## src/rtl/frame_ram_arbiter.sv

```systemverilog
// Arbitrates one single-port frame RAM between the VGA read stream (strict priority)
// and the image decrypter, and tracks write progress, starvation and bad addresses.
module frame_ram_arbiter #(
    parameter int DEPTH        = 10000,
    parameter int STARVE_LIMIT = 200
) (
    input  logic        clk_25Mhz,
    input  logic        rst,
    input  logic        vga_active,
    input  logic [15:0] vga_addr,
    output logic [7:0]  vga_data,
    output logic        vga_valid,
    input  logic        dec_req,
    input  logic        dec_we,
    input  logic [15:0] dec_addr,
    input  logic [7:0]  dec_wdata,
    output logic        dec_gnt,
    output logic [7:0]  dec_rdata,
    output logic        dec_rvalid,
    output logic [15:0] ram_addr,
    output logic        ram_we,
    output logic [7:0]  ram_wdata,
    input  logic [7:0]  ram_rdata,
    input  logic        clr,
    output logic        frame_written,
    output logic        starved,
    output logic        err_oob
);

    localparam logic [15:0] DEPTH_A = 16'(DEPTH);
    localparam int          WAIT_W  = $clog2(STARVE_LIMIT + 1);
    localparam logic [WAIT_W-1:0] WAIT_MAX = WAIT_W'(STARVE_LIMIT);

    typedef enum logic [2:0] {
        IDLE,
        VGA_RD,
        DEC_WR,
        DEC_RD,
        NULL_RD
    } state_t;

    state_t            state_q, state_d;
    state_t            ret_q, ret_d;
    logic              vga_oob_q, vga_oob_d;
    logic              ret_oob_q, ret_oob_d;
    logic [15:0]       ram_addr_q, ram_addr_d;
    logic              ram_we_q, ram_we_d;
    logic [7:0]        ram_wdata_q, ram_wdata_d;
    logic [7:0]        vga_data_q, vga_data_d;
    logic              vga_valid_q, vga_valid_d;
    logic [7:0]        dec_rdata_q, dec_rdata_d;
    logic              dec_rvalid_q, dec_rvalid_d;
    logic [15:0]       wr_count_q, wr_count_d;
    logic              frame_written_q, frame_written_d;
    logic              err_oob_q, err_oob_d;
    logic [WAIT_W-1:0] wait_q, wait_d;

    logic vga_oob;
    logic dec_oob;
    logic write_counted;

    always_comb begin
        dec_gnt       = dec_req & ~vga_active;
        vga_oob       = (vga_addr >= DEPTH_A);
        dec_oob       = (dec_addr >= DEPTH_A);
        write_counted = dec_gnt & dec_we & ~dec_oob;

        state_d     = IDLE;
        ram_addr_d  = ram_addr_q;
        ram_wdata_d = ram_wdata_q;
        ram_we_d    = 1'b0;
        vga_oob_d   = 1'b0;

        if (vga_active) begin
            state_d    = VGA_RD;
            ram_addr_d = vga_addr;
            vga_oob_d  = vga_oob;
        end else if (dec_req) begin
            if (dec_we) begin
                state_d     = DEC_WR;
                ram_addr_d  = dec_addr;
                ram_wdata_d = dec_wdata;
                ram_we_d    = ~dec_oob;
            end else if (dec_oob) begin
                // Out-of-range reads never touch the RAM; the return stage supplies zero.
                state_d = NULL_RD;
            end else begin
                state_d    = DEC_RD;
                ram_addr_d = dec_addr;
            end
        end

        ret_d     = state_q;
        ret_oob_d = vga_oob_q;

        vga_valid_d  = (ret_q == VGA_RD);
        vga_data_d   = vga_data_q;
        if (ret_q == VGA_RD) begin
            vga_data_d = ret_oob_q ? 8'h00 : ram_rdata;
        end

        dec_rvalid_d = (ret_q == DEC_RD) || (ret_q == NULL_RD);
        dec_rdata_d  = dec_rdata_q;
        if (ret_q == DEC_RD) begin
            dec_rdata_d = ram_rdata;
        end else if (ret_q == NULL_RD) begin
            dec_rdata_d = 8'h00;
        end

        wr_count_d = wr_count_q;
        if (write_counted && (wr_count_q != DEPTH_A)) begin
            wr_count_d = wr_count_q + 16'd1;
        end
        frame_written_d = frame_written_q | (wr_count_d == DEPTH_A);
        err_oob_d       = err_oob_q | (dec_gnt & dec_oob);
        if (clr) begin
            wr_count_d      = 16'd0;
            frame_written_d = 1'b0;
            err_oob_d       = 1'b0;
        end

        wait_d = '0;
        if (dec_req && !dec_gnt) begin
            wait_d = (wait_q == WAIT_MAX) ? wait_q : wait_q + 1'b1;
        end
    end

    always_ff @(posedge clk_25Mhz or posedge rst) begin
        if (rst) begin
            state_q         <= IDLE;
            ret_q           <= IDLE;
            vga_oob_q       <= 1'b0;
            ret_oob_q       <= 1'b0;
            ram_addr_q      <= 16'd0;
            ram_we_q        <= 1'b0;
            ram_wdata_q     <= 8'd0;
            vga_data_q      <= 8'd0;
            vga_valid_q     <= 1'b0;
            dec_rdata_q     <= 8'd0;
            dec_rvalid_q    <= 1'b0;
            wr_count_q      <= 16'd0;
            frame_written_q <= 1'b0;
            err_oob_q       <= 1'b0;
            wait_q          <= '0;
        end else begin
            state_q         <= state_d;
            ret_q           <= ret_d;
            vga_oob_q       <= vga_oob_d;
            ret_oob_q       <= ret_oob_d;
            ram_addr_q      <= ram_addr_d;
            ram_we_q        <= ram_we_d;
            ram_wdata_q     <= ram_wdata_d;
            vga_data_q      <= vga_data_d;
            vga_valid_q     <= vga_valid_d;
            dec_rdata_q     <= dec_rdata_d;
            dec_rvalid_q    <= dec_rvalid_d;
            wr_count_q      <= wr_count_d;
            frame_written_q <= frame_written_d;
            err_oob_q       <= err_oob_d;
            wait_q          <= wait_d;
        end
    end

    assign ram_addr      = ram_addr_q;
    assign ram_we        = ram_we_q;
    assign ram_wdata     = ram_wdata_q;
    assign vga_data      = vga_data_q;
    assign vga_valid     = vga_valid_q;
    assign dec_rdata     = dec_rdata_q;
    assign dec_rvalid    = dec_rvalid_q;
    assign frame_written = frame_written_q;
    assign err_oob       = err_oob_q;
    assign starved       = (wait_q == WAIT_MAX);

endmodule

```

## config.mk

```make
export PLATFORM = sky130hd
export DESIGN_NAME = frame_ram_arbiter
export DESIGN_NICKNAME = d
export VERILOG_FILES = /design/src/rtl/frame_ram_arbiter.sv
export SDC_FILE = /design/constraint.sdc
export NUM_CORES = 1
export LEC_CHECK = 0
export ABC_AREA = 1
export BUFFER_PORTS_ARGS = -buffer_cell sky130_fd_sc_hd__buf_4
export CAP_MARGIN = 10
export CORE_ASPECT_RATIO = 0.7
export CORE_MARGIN = 8
export CORE_UTILIZATION = 40
export CTS_CLUSTER_SIZE = 30
export DETAILED_ROUTE_END_ITERATION = 16
export SLEW_MARGIN = 15
export SYNTH_ARGS = -nofsm -noshare
export SYNTH_HDL_FRONTEND = slang
export SYNTH_SLANG_ARGS = --single-unit
```

## constraint.sdc

```tcl
create_clock -name clk_25Mhz -period 3.2 [get_ports clk_25Mhz]
set_clock_uncertainty 0.1 [all_clocks]
set_input_delay 0.32 -clock clk_25Mhz [delete_from_list [all_inputs] [get_ports clk_25Mhz]]
set_output_delay 0.32 -clock clk_25Mhz [all_outputs]
set_load 0.02 [all_outputs]
```

# == Word level (Yosys, flattened, before mapping) ==
# Cells that the tools add are included.
# classes
addsub,2
order_cmp,2
n_reduce_logical,8
n_bitwise,8
muxes,21
eq_ne,8
# ops
cell,n
16-bit 2-to-1 mux,6
8-bit 2-to-1 mux,5
"16-bit by 14-bit greater-or-equal comparator with 1-bit output, second input constant",2
"16-bit by 1-bit adder with 16-bit output, second input constant",1
"16-bit by 14-bit equality test with 1-bit output, second input constant",1
"16-bit by 14-bit != test with 1-bit output, second input constant",1
3-bit 2-to-1 mux,4
"8-bit by 1-bit adder with 8-bit output, second input constant",1
"8-bit equality test, second input constant",1
1-bit 2-to-1 mux,6
1-bit AND,4
2-bit nonzero test,2
"3-bit by 1-bit equality test with 1-bit output, second input constant",1
"3-bit by 2-bit equality test with 1-bit output, second input constant",1
"3-bit equality test, second input constant",1
"3-bit != test, second input constant",1
3-bit AND reduction,1
1-bit logical AND,2
"2-bit != test, second input constant",1
1-bit inverter,2
1-bit bitwise OR,2
2-bit AND reduction,1
1-bit logical NOT,1
1-bit logical OR,1
# word_totals
reg_bits,77
inputBits,54
out_inout_bits,47
word_cells,64

# == Longest topological paths before layout ==
# depth
ltp_word,9
mapped_depth,15
depth_no_buf,14

# == Worst setup path after synthesis ==
# No wires, ideal clock.
# synth_path
kind,reg-to-reg
start,register wait_q[0]
end,register wait_q[0]
setup_time_ns,0.127
period_less_slack_ns,2.026
path_stages_with_launch,8
required_ns,2.973
arrival_ns,1.800
n_path_buf,0
slack_ns,1.174
cell_sequence,dfrtp_1 > inv_1 > ha_1 > inv_1 > nor4_1 > inv_1 > nand3_1 > o21ai_0
# synth_rtl
item,line_no,source
start: declaration,56,"logic [WAIT_W-1:0] wait_q, wait_d;"
start signal: assignment,160,wait_q <= wait_d;
8-bit equality test,-,
via starved,26,"output logic starved,"
2-bit != test (no line),-,
# The timed path passes the listed nets, and every way through them passes these cells. The select of a mux whose other input is x is not followed.
# A chain may end at the register's enable or synchronous reset.

# == Final worst setup path ==
# layout_path
start,register wr_count_q[0]
end,"register frame_written_q, in the netlist frame_written"
# layout_between
elab_chain_cells,6
# layout_rtl
item,line_no,source
start: declaration,53,"logic [15:0] wr_count_q, wr_count_d;"
start signal: assignment,157,wr_count_q <= wr_count_d;
"parallel branches: the longest is 2 deep, another holds 16-bit by 1-bit adder with 16-bit output",-,
16-bit 2-to-1 mux *,111,if (write_counted && (wr_count_q != DEPTH_A)) begin
16-bit by 14-bit equality test with 1-bit output *,114,frame_written_d = frame_written_q | (wr_count_d == DEPTH_A);
1-bit bitwise OR *,114,
1-bit 2-to-1 mux *,116,if (clr) begin
via frame_written_d,54,"logic frame_written_q, frame_written_d;"
end signal: assignment,158,frame_written_q <= frame_written_d;
end: declaration,54,
# Mark *: on every way through the listed nets, which the timed path passes.

==> results.py <==
metrics = {
    "timing": {
        "setup_viol": 0,
        "hold_viol": 0,
        "max_freq_ghz": 0.4021,
        "rsz0062_at_grt": "no",
        "max_slew_margin_pct": 49.86,
        "fin_crit_ns": 2.487,
        "tightestPinTransition_ns": 0.7513,
        "hold_ws_ns": 0.002384,
        "post-route-period-util_pct": 77.72,
        "fin_setup_tns_ns": 0,
        "slew_viol_final": 0,
    },
    "yosys": {
        "synth_flop_cell": "dfrtp_1",
        "async_flop_share_pct": 100.0,
        "post_synth_num_cell_types": 35,
        "seq_area_frac_synth_pct": 50.28,
        "syn_inst": 483,
        "syn_area_um2": 3832,
        "ys_seq_elements": 77,
        "synth-edff-count": 0,
        "yosysWarnings": 0,
        "syn-num-nets": 541,
        "avgSynthCellArea_um2": 7.935,
    },
    "floorplanning": {
        "die_y_um": 97.90,
        "die_width_um": 133.0,
        "io_pins": 101,
        "core-area_um2": 9497,
        "row_count": 30,
        "start_util_pct": 40.36,
        "die_area_um2": 13020,
    },
    "global_route": {
        "grt_pass1_vias": 3525,
        "grt_pass1_wl_um": 17050,
        "grt_max_degree": 46,
        "overflow": 0,
        "grtUsageTotal_pct": 16.15,
        "antenna_found_initial": 0,
    },
    "clock_tree": {
        "tritoncts": "yes",
        "clockRootBuffer": "clkbuf_16",
        "clockBufferDepth": 2,
        "cts_hold_buf": 0,
        "numClockSinks": 77,
        "clk_latency_ns": 0.33,
        "cts_buffers": 9,
        "post_cts_buffers": 0,
        "clk_pin_slew_worst_paths_ns": 0.06,
        "cts-resized-gates": 0,
        "htreeDepth": 3,
    },
    "worst_setup_path": {
        "ff2ff_path_depth": 14,
        "worstSetupStartpointType": "flop",
        "crit_arrival_ns": 2.65,
        "critical_path_class": "reg -> reg",
        "endpoint_kind": "flop",
        "cp_max_fo": 17,
        "crit_required_ns": 3.36,
    },
    "finish": {
        "layout-drive-gt1-share_pct": 22.37,
        "fin_util_pct": 52.74,
        "diodes": 0,
        "nets": 643,
        "syn_to_final_growth_pct": 30.69,
    },
    "placed_design": {
        "dp_hpwl_um": 7755,
        "gp_congestion": 0.8322,
        "portBuffers": 100,
    },
    "detailed_routing": {
        "viasPerCell": 4.886,
        "drtPass1Iterations": 5,
        "wire_per_inst_um": 14.14,
        "dr_total_vias": 3508,
        "drt_iter0_drc": 239,
        "drcViolationCount": 0,
        "drt.antenna.violating_nets": 0,
        "totalWireLength_um": 10150,
    },
    "hold_path": {
        "min_path_type": "in -> async",
    },
    "power_and_ir_drop": {
        "total_power_mw": 2.606,
        "p_per_area_nw_per_um2": 520.4,
        "irDropWorstVdd_mv": 0.2847,
        "p_leak_nw": 2.481,
    },
    "status": {
        "status": "finished clean",
    },
    "flow_run": {
        "cap_violations": 0,
    },
}
## cell usage in the layout (no fill, tap or decap), types with 3 or more instances in the layout
master,n
a21oi_1,15
buf_4,105
clkbuf_16,9
clkinv_2,4
dfrtp_1,77
ha_1,4
inv_1,57
nand2_1,133
nand3_1,55
nand4_1,4
nor2_1,49
nor3_1,7
o211ai_1,5
o21ai_0,26
o21ai_1,4
o21ai_2,3
xor2_1,10
## path summary, 6_finish.rpt
kind	from	to	slack [ns]
min in group clk_25Mhz	dec_we	ret_d[2]$_DFF_PP0_	0.06
hold reg to reg	ret_d[1]$_DFF_PP0_	ret_q[1]$_DFF_PP0_	0.25
setup / recovery	wr_count_q[0]$_DFF_PP0_	frame_written$_DFF_PP0_	0.71
max in group asynchronous	rst	wr_count_q[10]$_DFF_PP0_	2.27
setup reg to reg	wr_count_q[0]$_DFF_PP0_	frame_written$_DFF_PP0_	0.71
hold / removal	rst	dec_rdata[1]$_DFFE_PP0P_	0.002
## kinds of logic after synthesis
family	synth area share [%]
buffers and inverters	7.999
adders and majority gates	1.306
and+or+nand+nor	28.44
DFF	50.28
xor gates and xnor gates	2.742
AOI/OAI and AO/OA	9.240
## power breakdown
group / total (mW) / internal (mW) / switching, mW / leakage (nW)
logic: 0.439 / 0.187 / 0.252 / 1.33
registers: 1.11 / 1.06 / 0.0536 / 1.00
clock network: 1.06 / 0.679 / 0.377 / 0.153
total: 2.61 / 1.92 / 0.683 / 2.48
## registers in the layout (all words and copies together) (netlist names), 3 cells and up
register and cells:
dec_rdata 8, ram_wdata 8, wr_count_q 16, vga_data 8, wait_q 8, ret_d 3, ram_addr 16, ret_q 3
## per-stage QoR
step / area [um2] / setup WS [ns] / cells
floorplan: 3832 / 0.8133 / 483
global placement: 4701 / 0.7879 / 702
detailed placement: 4701 / 0.7342 / 702
CTS: 5009 / 0.7118 / 718
global route: 5009 / 0.4079 / 718
finish: 5009 / 0.7129 / 718
## area by class of cell
cell class / instances / area (um2)
Fill cell: 927 / 4488
Inverter: 60 / 226.5
Tap cell: 128 / 160.2
Timing Repair Buffer: 105 / 788.3
Clock inverter: 5 / 75.07
Sequential cell: 77 / 1927
Multi-Input combinational cell: 332 / 1599
Clock buffer: 11 / 232.7
## synthesized netlist by cell type, types with 3 or more instances
| library cell | n | area (um2) |
|---|---|---|
| inv_1 | 58 | 217.7 |
| o21ai_2 | 3 | 26.28 |
| a21oi_1 | 15 | 75.07 |
| o21ai_1 | 4 | 20.02 |
| nor3_1 | 7 | 35.03 |
| o21ai_0 | 26 | 130.1 |
| ha_1 | 4 | 50.05 |
| o211ai_1 | 5 | 37.54 |
| nor2_1 | 49 | 183.9 |
| nand4_1 | 4 | 25.02 |
| nand3_1 | 55 | 275.3 |
| clkbuf_1 | 6 | 22.52 |
| nand2_1 | 133 | 499.2 |
| buf_6 | 3 | 33.78 |
| dfrtp_1 | 77 | 1927 |
| xor2_1 | 10 | 87.58 |
## metal layers
layer | track usage [%] | wire (um)
met5 | 0 | 0
met4 | 4.957 | 82
met3 | 6.718 | 998
met2 | 21.76 | 3947
met1 | 22.70 | 5123
## critical path, stage by stage, from the launching register on
cell and delay, ns:
dfrtp_1 0.41, inv_1 0.11, ha_1 0.16, nand2_1 0.05, nor2_1 0.10, nand2_1 0.07
nor2_2 0.52, nor2_4 0.22, nand2_1 0.12, nand2_1 0.07, nor2_1 0.14, nand2_1 0.08
nor2_1 0.10, nand2_1 0.07, a21oi_2 0.11
Power figures use the tool's default switching activity.
